$ cat config.mk
export PLATFORM = sky130hd
export DESIGN_NAME = dc_stage
export DESIGN_NICKNAME = d
export VERILOG_FILES = /design/src/rtl/dc_stage_pkg.sv /design/src/rtl/dc_stage_load_ext.sv /design/src/rtl/dc_stage.sv
export SDC_FILE = /design/constraint.sdc
export NUM_CORES = 1
export LEC_CHECK = 0
export ABC_AREA = 1
export ABC_CLOCK_PERIOD_IN_PS = 4800
export CORE_MARGIN = 4
export CORE_UTILIZATION = 29
export DETAILED_ROUTE_END_ITERATION = 16
export GPL_TIMING_DRIVEN = 1
export MAX_ROUTING_LAYER = met4
export PLACE_DENSITY_LB_ADDON = 0.2
export SYNTH_ARGS = -nofsm -noshare
export SYNTH_HDL_FRONTEND = slang
export SYNTH_SLANG_ARGS = --single-unit
$ cat constraint.sdc
create_clock -name clk -period 4.8 [get_ports clk]
set_input_delay 0.48 -clock clk [delete_from_list [all_inputs] [get_ports clk]]
set_output_delay 0.48 -clock clk [all_outputs]
set_load 0.005 [all_outputs]
$ cat src/rtl/dc_stage_pkg.sv
// Shared definitions for the DC (memory-access) pipeline stage.
//  - Bus widths for EX->DC, DC->WB and DC->RF (forwarding).
//  - Stall encoding: a stall bit of STOP freezes that pipeline register.
//  - ex_to_dc_t mirrors the packed layout of ex_to_dc_bus.
//  - Bit positions of the individual memory ops within mem_op.
package dc_stage_pkg;

  localparam int EX_TO_DC_WD  = 151;
  localparam int DC_TO_WB_WD  = 136;
  localparam int DC_TO_RF_WD  = 104;
  localparam int HILO_WD      = 66;
  localparam int STALL_BUS_WD = 6;

  localparam logic STOP    = 1'b1;
  localparam logic NO_STOP = 1'b0;

  // mem_op = {lb, lbu, lh, lhu, lw, sb, sh, sw}
  localparam int MOP_LB  = 7;
  localparam int MOP_LBU = 6;
  localparam int MOP_LH  = 5;
  localparam int MOP_LHU = 4;
  localparam int MOP_LW  = 3;

  typedef struct packed {
    logic [7:0]         mem_op;      // [150:143]
    logic [HILO_WD-1:0] hilo_bus;    // [142:77]
    logic [31:0]        pc;          // [76:45]
    logic               ram_en;      // [44]
    logic               ram_wen;     // [43]
    logic [3:0]         ram_sel;     // [42:39]
    logic               sel_rf_res;  // [38]
    logic               rf_we;       // [37]
    logic [4:0]         rf_waddr;    // [36:32]
    logic [31:0]        ex_result;   // [31:0]
  } ex_to_dc_t;

  // True when any of the five load ops is set.
  function automatic logic is_load(input logic [7:0] mem_op);
    return |mem_op[MOP_LB:MOP_LW];
  endfunction

endpackage

$ cat src/rtl/dc_stage_load_ext.sv
// Load alignment and extension.
//  mem_op  in  5   {lb, lbu, lh, lhu, lw}
//  addr    in  2   low address bits (byte offset within the word)
//  rdata   in  32  raw SRAM word
//  result  out 32  aligned, sign/zero extended load value (0 when no load op)
// Misaligned half/word addresses are not trapped; low bits are simply ignored.
module dc_stage_load_ext (
  input  logic [4:0]  mem_op,
  input  logic [1:0]  addr,
  input  logic [31:0] rdata,
  output logic [31:0] result
);

  logic [7:0]  byte_v;
  logic [15:0] half_v;

  always_comb begin
    byte_v = rdata[8*addr +: 8];
    half_v = addr[1] ? rdata[31:16] : rdata[15:0];
    result = 32'h0;
    if (mem_op[4])      result = {{24{byte_v[7]}}, byte_v};   // lb
    else if (mem_op[3]) result = {24'h0, byte_v};             // lbu
    else if (mem_op[2]) result = {{16{half_v[15]}}, half_v};  // lh
    else if (mem_op[1]) result = {16'h0, half_v};             // lhu
    else if (mem_op[0]) result = rdata;                       // lw
  end

endmodule

$ cat src/rtl/dc_stage.sv
// DC (memory-access) pipeline stage, directly downstream of EX.
//  clk, rst         clock; synchronous active-high reset
//  stall            stall[3] freezes EX->DC register, stall[4] freezes DC->WB register
//  ex_to_dc_bus     instruction bus from EX
//  data_sram_rdata  SRAM read data, valid in the first cycle a load sits in DC
//  dc_to_wb_bus     {hilo_bus, pc, rf_we, rf_waddr, rf_wdata} to WB
//  dc_to_rf_bus     {hilo_bus, rf_we, rf_waddr, rf_wdata} forwarding to ID
// The SRAM only presents read data for one cycle, so a load held in DC by a
// downstream stall keeps its first-cycle data in rdata_hold.
module dc_stage
  import dc_stage_pkg::*;
(
  input  logic                    clk,
  input  logic                    rst,
  input  logic [STALL_BUS_WD-1:0] stall,
  input  logic [EX_TO_DC_WD-1:0]  ex_to_dc_bus,
  input  logic [31:0]             data_sram_rdata,
  output logic [DC_TO_WB_WD-1:0]  dc_to_wb_bus,
  output logic [DC_TO_RF_WD-1:0]  dc_to_rf_bus
);

  ex_to_dc_t   bus_r;
  logic [31:0] rdata_hold;
  logic        hold_v;

  logic        bubble;
  logic        advance;
  logic        bus_wr;
  logic [31:0] ld_raw;
  logic [31:0] load_result;
  logic        use_load;
  logic [31:0] rf_wdata;

  // EX frozen while WB side moves on: insert a bubble so the instruction
  // in DC is not committed twice.
  assign bubble  = (stall[3] == STOP) && (stall[4] == NO_STOP);
  assign advance = (stall[3] == NO_STOP);
  assign bus_wr  = bubble || advance;

  always_ff @(posedge clk) begin
    if (rst)          bus_r <= '0;
    else if (bubble)  bus_r <= '0;
    else if (advance) bus_r <= ex_to_dc_bus;
  end

  // Capture only on the first stalled cycle; later cycles keep that word.
  always_ff @(posedge clk) begin
    if (rst || bus_wr) begin
      hold_v <= 1'b0;
    end else if (!hold_v && (stall[4] == STOP)) begin
      rdata_hold <= data_sram_rdata;
      hold_v     <= 1'b1;
    end
  end

  assign ld_raw = hold_v ? rdata_hold : data_sram_rdata;

  dc_stage_load_ext u_load_ext (
    .mem_op (bus_r.mem_op[MOP_LB:MOP_LW]),
    .addr   (bus_r.ex_result[1:0]),
    .rdata  (ld_raw),
    .result (load_result)
  );

  // Stores, non-writing loads and bubbles all pass ex_result through.
  assign use_load = bus_r.sel_rf_res && bus_r.rf_we && is_load(bus_r.mem_op);
  assign rf_wdata = use_load ? load_result : bus_r.ex_result;

  assign dc_to_wb_bus = {bus_r.hilo_bus, bus_r.pc, bus_r.rf_we, bus_r.rf_waddr, rf_wdata};
  assign dc_to_rf_bus = {bus_r.hilo_bus, bus_r.rf_we, bus_r.rf_waddr, rf_wdata};

  // Fields consumed elsewhere (EX drives the SRAM request) or not used here.
  logic unused_ok;
  assign unused_ok = &{1'b0, bus_r.ram_en, bus_r.ram_wen, bus_r.ram_sel,
                       bus_r.mem_op[2:0], stall[5], stall[2:0]};

endmodule
# [Word-level counts from Yosys, hierarchy flattened]
# Index checks and enable logic that the tools add are counted.
[totals] reg_bits=178 input_bits=191 output_inout_bits=240 word_cells=31
[op_classes] shift=1 n_mux=8 n_bitwise=3 n_reduce_logical=10
[ops] op="2-to-1 mux 32 bit" n=7
[ops] op="variable part select 32 x 6 -> 8 bit" n=1
[ops] op="2-to-1 mux 16 bit" n=1
[ops] op="OR reduction 5 bit" n=1
[ops] op="logical AND 1 bit" n=4
[ops] op="inverter 1 bit" n=3
[ops] op="logical OR 1 bit" n=2
[ops] op="AND reduction 2 bit" n=1
[ops] op="OR reduction 2 bit" n=1
[ops] op="zero test 1 bit" n=1

# [Logic depth before layout (Yosys ltp)]
[logic_depth] word_depth=7 mapped_depth=13 mapped_depth_nobuf=10

# [By module]
# From an unflattened synthesis, not the netlist that was laid out.
[unflattened] cells_unflattened=1236 area_unflattened_um2=9283.9
[by_module_without_submodules] module="dc_stage" n_inst=1 cells_each=1008 area_each_um2=8264.2 seq_area_each_um2=3823.7
[by_module_without_submodules] module="dc_stage_load_ext" n_inst=1 cells_each=228 area_each_um2=1019.7 seq_area_each_um2=0.0

# [Least setup slack after synthesis]
# OpenSTA, ideal clock, no wires.
[synth_path] kind="input -> register" startpoint="input port stall[3]" endpoint="register rdata_hold[0], enable pin" setup_ps=505 arrival_ps=3970 required_time_ps=4295 slack_ps=325 stages=4 path_buffers=2 cell_sequence="buf_2 inv_2 buf_4 nor4_1"
[synth_via] elab_chain_len=5 word_cells_on_any_way=6 cone_classes="bitwise: 2; reduce/logical: 4"
[synth_lines] element="start: declaration" line_no="dc_stage.sv:15" rtl="input logic [STALL_BUS_WD-1:0] stall,"
[synth_lines] element="logical AND 1 bit / inverter 1 bit (equally long branches)" line_no="dc_stage.sv:36, dc_stage.sv:37"
[synth_lines] element="logical OR 1 bit *" line_no="dc_stage.sv:38" rtl="assign bus_wr = bubble || advance;"
[synth_lines] element="logical OR 1 bit *" line_no="dc_stage.sv:48" rtl="if (rst || bus_wr) begin"
[synth_lines] element="inverter 1 bit (no line) *"
[synth_lines] element="AND reduction 2 bit (no line) *"
[synth_lines] element="end signal: assignment" line_no="dc_stage.sv:51" rtl="rdata_hold <= data_sram_rdata;"
[synth_lines] element="end: declaration" line_no="dc_stage.sv:23" rtl="logic [31:0] rdata_hold;"
# Mark *: on every way between the ends. The rest lies on a longest branch, timed or not.
# A chain may end at the register's enable or synchronous reset.

# [Worst setup path in the final report]
[layout_path] startpoint="register hold_v" endpoint="output port dc_to_rf_bus[12]"
[layout_via] elab_chain_len=7 word_cells_on_any_way=9 cone_classes="shift: 1; mux: 8"
[layout_lines] element="start: declaration" line_no="dc_stage.sv:24" rtl="logic hold_v;"
[layout_lines] element="start signal: assignment" line_no="dc_stage.sv:49" rtl="hold_v <= 1'b0;"
[layout_lines] element="start signal: assignment" line_no="dc_stage.sv:52" rtl="hold_v <= 1'b1;"
[layout_lines] element="2-to-1 mux 32 bit *" line_no="dc_stage.sv:56" rtl="assign ld_raw = hold_v ? rdata_hold : data_sram_rdata;"
[layout_lines] element="branches (longest 4 deep; another with variable part select 32 x 6 -> 8 bit)"
[layout_lines] element="2-to-1 mux 32 bit *" line_no="dc_stage_load_ext.sv:21" rtl="if (mem_op[4]) result = {{24{byte_v[7]}}, byte_v};"
[layout_lines] element="2-to-1 mux 32 bit *" line_no="dc_stage.sv:67" rtl="assign rf_wdata = use_load ? load_result : bus_r.ex_result;"
[layout_lines] element="end: declaration" line_no="dc_stage.sv:19" rtl="output logic [DC_TO_RF_WD-1:0] dc_to_rf_bus"
# Every way passes the cells marked *.

==> summary.txt <==
Synth Warn #: 0
max-slew violations: 0
highest metal used: met4
critical path's slowest cell: dfxtp_1
Post-Place Setup Slack: 1.43 ns
postcts setup bufs: 0
largest net degree at the start of global routing: 86
startpoint types: flip-flop
nets: 1651
Crit. path cell count: 10
Register-to-Register Path Depth: 2
Worst Setup Slack, final: 0.982 ns
post-route ant nets: 0
NetSw: 0.981 mW
Root Driver: clkbuf_16
Worst path top cell family by delay: simple AND/OR/NAND/NOR gates
Yosys reg bits: 175
Synth area leaders: dfxtp_1 31%, nand2_1 24%, buf_4 17%
port bufs: 417
H-tree Lvls: 4
slowest stage delay, CP: 0.97 ns
CP Cell Sequence: inv_4 > nand2_1 > nand3_1 > nand3_1 > nand2_1 > nand2_2 > nand2_1 > nand2_1 > nand2_1 > clkdlybuf4s50_1
crit path kind: reg -> out
Layout Skew: 0.00571 ns
layout cells sized above 1: 0.0408
Post-DP HPWL: 23700 µm
Die Wd: 186 µm
Switching Share: 0.259
clock sink count: 175
Distinct cells, synth: 27
TritonCTS clock tree: done
total CTS buffers: 17
Routed WL: 32400 µm
Initial Utilization: 0.293
routed length on met1: 13900 µm
actual slew at the worst max-slew pin: 0.988 ns
core outline area: 0.0315 mm²
most common cell after layout, fill and taps aside: nand2_1
GP Congestion: 0.863
status: finished clean
clock-pin slew on the worst setup and hold paths: 0.07 ns
Leakage: 5.12 nW
Die Area: 0.0348 mm²
worst path required time: 4.32 ns
post-DR vias/cell: 4.52
GRT Overall Usage: 0.184
Rows: 65
Initial DRT Pass Iterations: 6
r2r setup slk: 2.95 ns
met2 wire length: 15600 µm
most frequent CP cell: nand2_1
Final min period: 3.82 ns
setup TNS: 0 ns
Clk pwr share: 0.406
share of Yosys cell area claimed by the top area cell type: 0.310
crit path buf inv count: 2
Syn-to-layout area delta: 38.1%
Max FO, Critical Path: 24
Fmax achieved: 262 MHz
Final Hold Viols: 0
Synth Cell Area: 0.00923 mm²
post-CTS resize count: 0
WL met3: 2370 µm
CP startpoint: hold_v
RSZ-0062 raised after global routing: false
CP arrival: 3.34 ns
CTS Hold Bufs: 0
via count: 8478
Hold Path Class: reg -> reg
Worst setup EP type: primary output
Seq pwr share: 0.424
die height: 186 µm
Mean Syn Cell Area: 7.15 µm²
area leader, netlist: dfxtp_1
Starting DRT DRC Count: 457
worst setup path end: dc_to_rf_bus[12]
r2r startpoint: hold_v
Cell Int Power: 2.81 mW
Max-Cap Viols: 0
first-pass GRT wire length: 48900 µm
Mapped Cells: 1291
wire length per cell: 17.3 µm
layout filler cell count: 3227
fin crit share: 0.795
initial antenna violation count: 2
Combinational Power Share: 0.170
commonest cells after routing, fill and taps aside: 578 x nand2_1, 416 x clkdlybuf4s50_1, 158 x a21oi_1, 143 x dfxtp_1, 49 x nand3_1
Worst IR Drop VDD: 0.219 mV
DRC: 0
final number of setup-violating endpoints: 0
Max-slew headroom: 0.340
I/O Pins: 431
Clk Latency, worst-skew pair: 0.44 ns
pwr dens: 297 mW/mm²
global route overflow: 0
clock buffer depth: 2
vias in the first global route: 8260
fraction of the yosys area taken by sequential cells: 0.414
Finished Core Util: 0.405
Synthesized Nets: 1482
worst r2r dst: rdata_hold[6]
-- final cells by class --
cell class                 instances  area (µm²)  area share
tap                              402         503      0.0395
antenna                            2        5.00    0.000393
sequential                       175        3820       0.300
timing repair buffer             428        4250       0.334
inverter                          17        68.8     0.00540
multi-input combinational        821        3450       0.271
clock buffer                      20         479      0.0376
clock inverter                    11         164      0.0129
-- registers in the layout, indices dropped and copies added (netlist names) --
register and count:
hold_v 1, dc_to_wb_bus 32, dc_to_rf_bus 72, bus_r 38, rdata_hold 32
-- per-stage QoR --
stage	instance area, µm²	std cells	hold slack (ns)	power, mW
after floorplan	9230	1291	0.445	1.98
after global placement	12100	1843	0.452	2.29
after detailed placement	12100	1843	0.457	2.29
after CTS	12700	1874	0.466	3.85
after global routing	12700	1876	0.482	3.96
final	12700	1876	0.462	3.79
-- synth_stat cells (all sizes together) --
master / count
a21oi: 158
and2: 2
buf: 243
clkbuf: 35
clkinv: 1
dfxtp: 143
edfxtp: 32
inv: 16
nand2: 583
nand3: 49
nand4: 6
nor2: 12
nor3: 2
nor4: 1
o21ai: 7
o21bai: 1
-- layer usage --
layer	vias to the layer above	global-route usage
met5	-	-
met4	0	0.0429
met3	23	0.0541
met2	318	0.303
met1	3918	0.225
li1	4219	-
-- cell families (layout without fill, tap and decap cells) --
logic type,after synthesis,count (layout),share of synthesized area
compound gates,166,166,0.0919
buf+inv,295,476,0.214
simple gates,655,655,0.280
other cells,0,2,0
flops,175,175,0.414
-- worst min-delay path by stage --
stage | slack, ns | to | start | depth (start not counted)
after global routing | 0.48 | bus_r[22] | bus_r[22] | 2
after detailed placement | 0.46 | bus_r[17] | bus_r[17] | 2
after global placement | 0.45 | dc_to_wb_bus[65] | dc_to_wb_bus[65] | 2
after floorplan | 0.45 | bus_r[10] | bus_r[10] | 2
after CTS | 0.47 | dc_to_wb_bus[53] | dc_to_wb_bus[53] | 2
final | 0.46 | dc_to_wb_bus[41] | dc_to_wb_bus[41] | 2
-- power by group through the flow --
stage | clock (mW) | combinational, mW | sequential (mW)
6_report | 1.54 | 0.646 | 1.61
2_1_floorplan | 0 | 0.357 | 1.62
4_1_cts | 1.59 | 0.653 | 1.61
5_1_grt | 1.64 | 0.706 | 1.62
3_3_place_gp | 0 | 0.648 | 1.64
3_5_place_dp | 0 | 0.649 | 1.64
-- tightest hold or removal path: stages (launching register included) --
cell	delay (ns)
dfxtp_1	0.31
nand2_1	0.06
a21oi_1	0.05
Note: power is estimated with default switching activity, not from simulation.
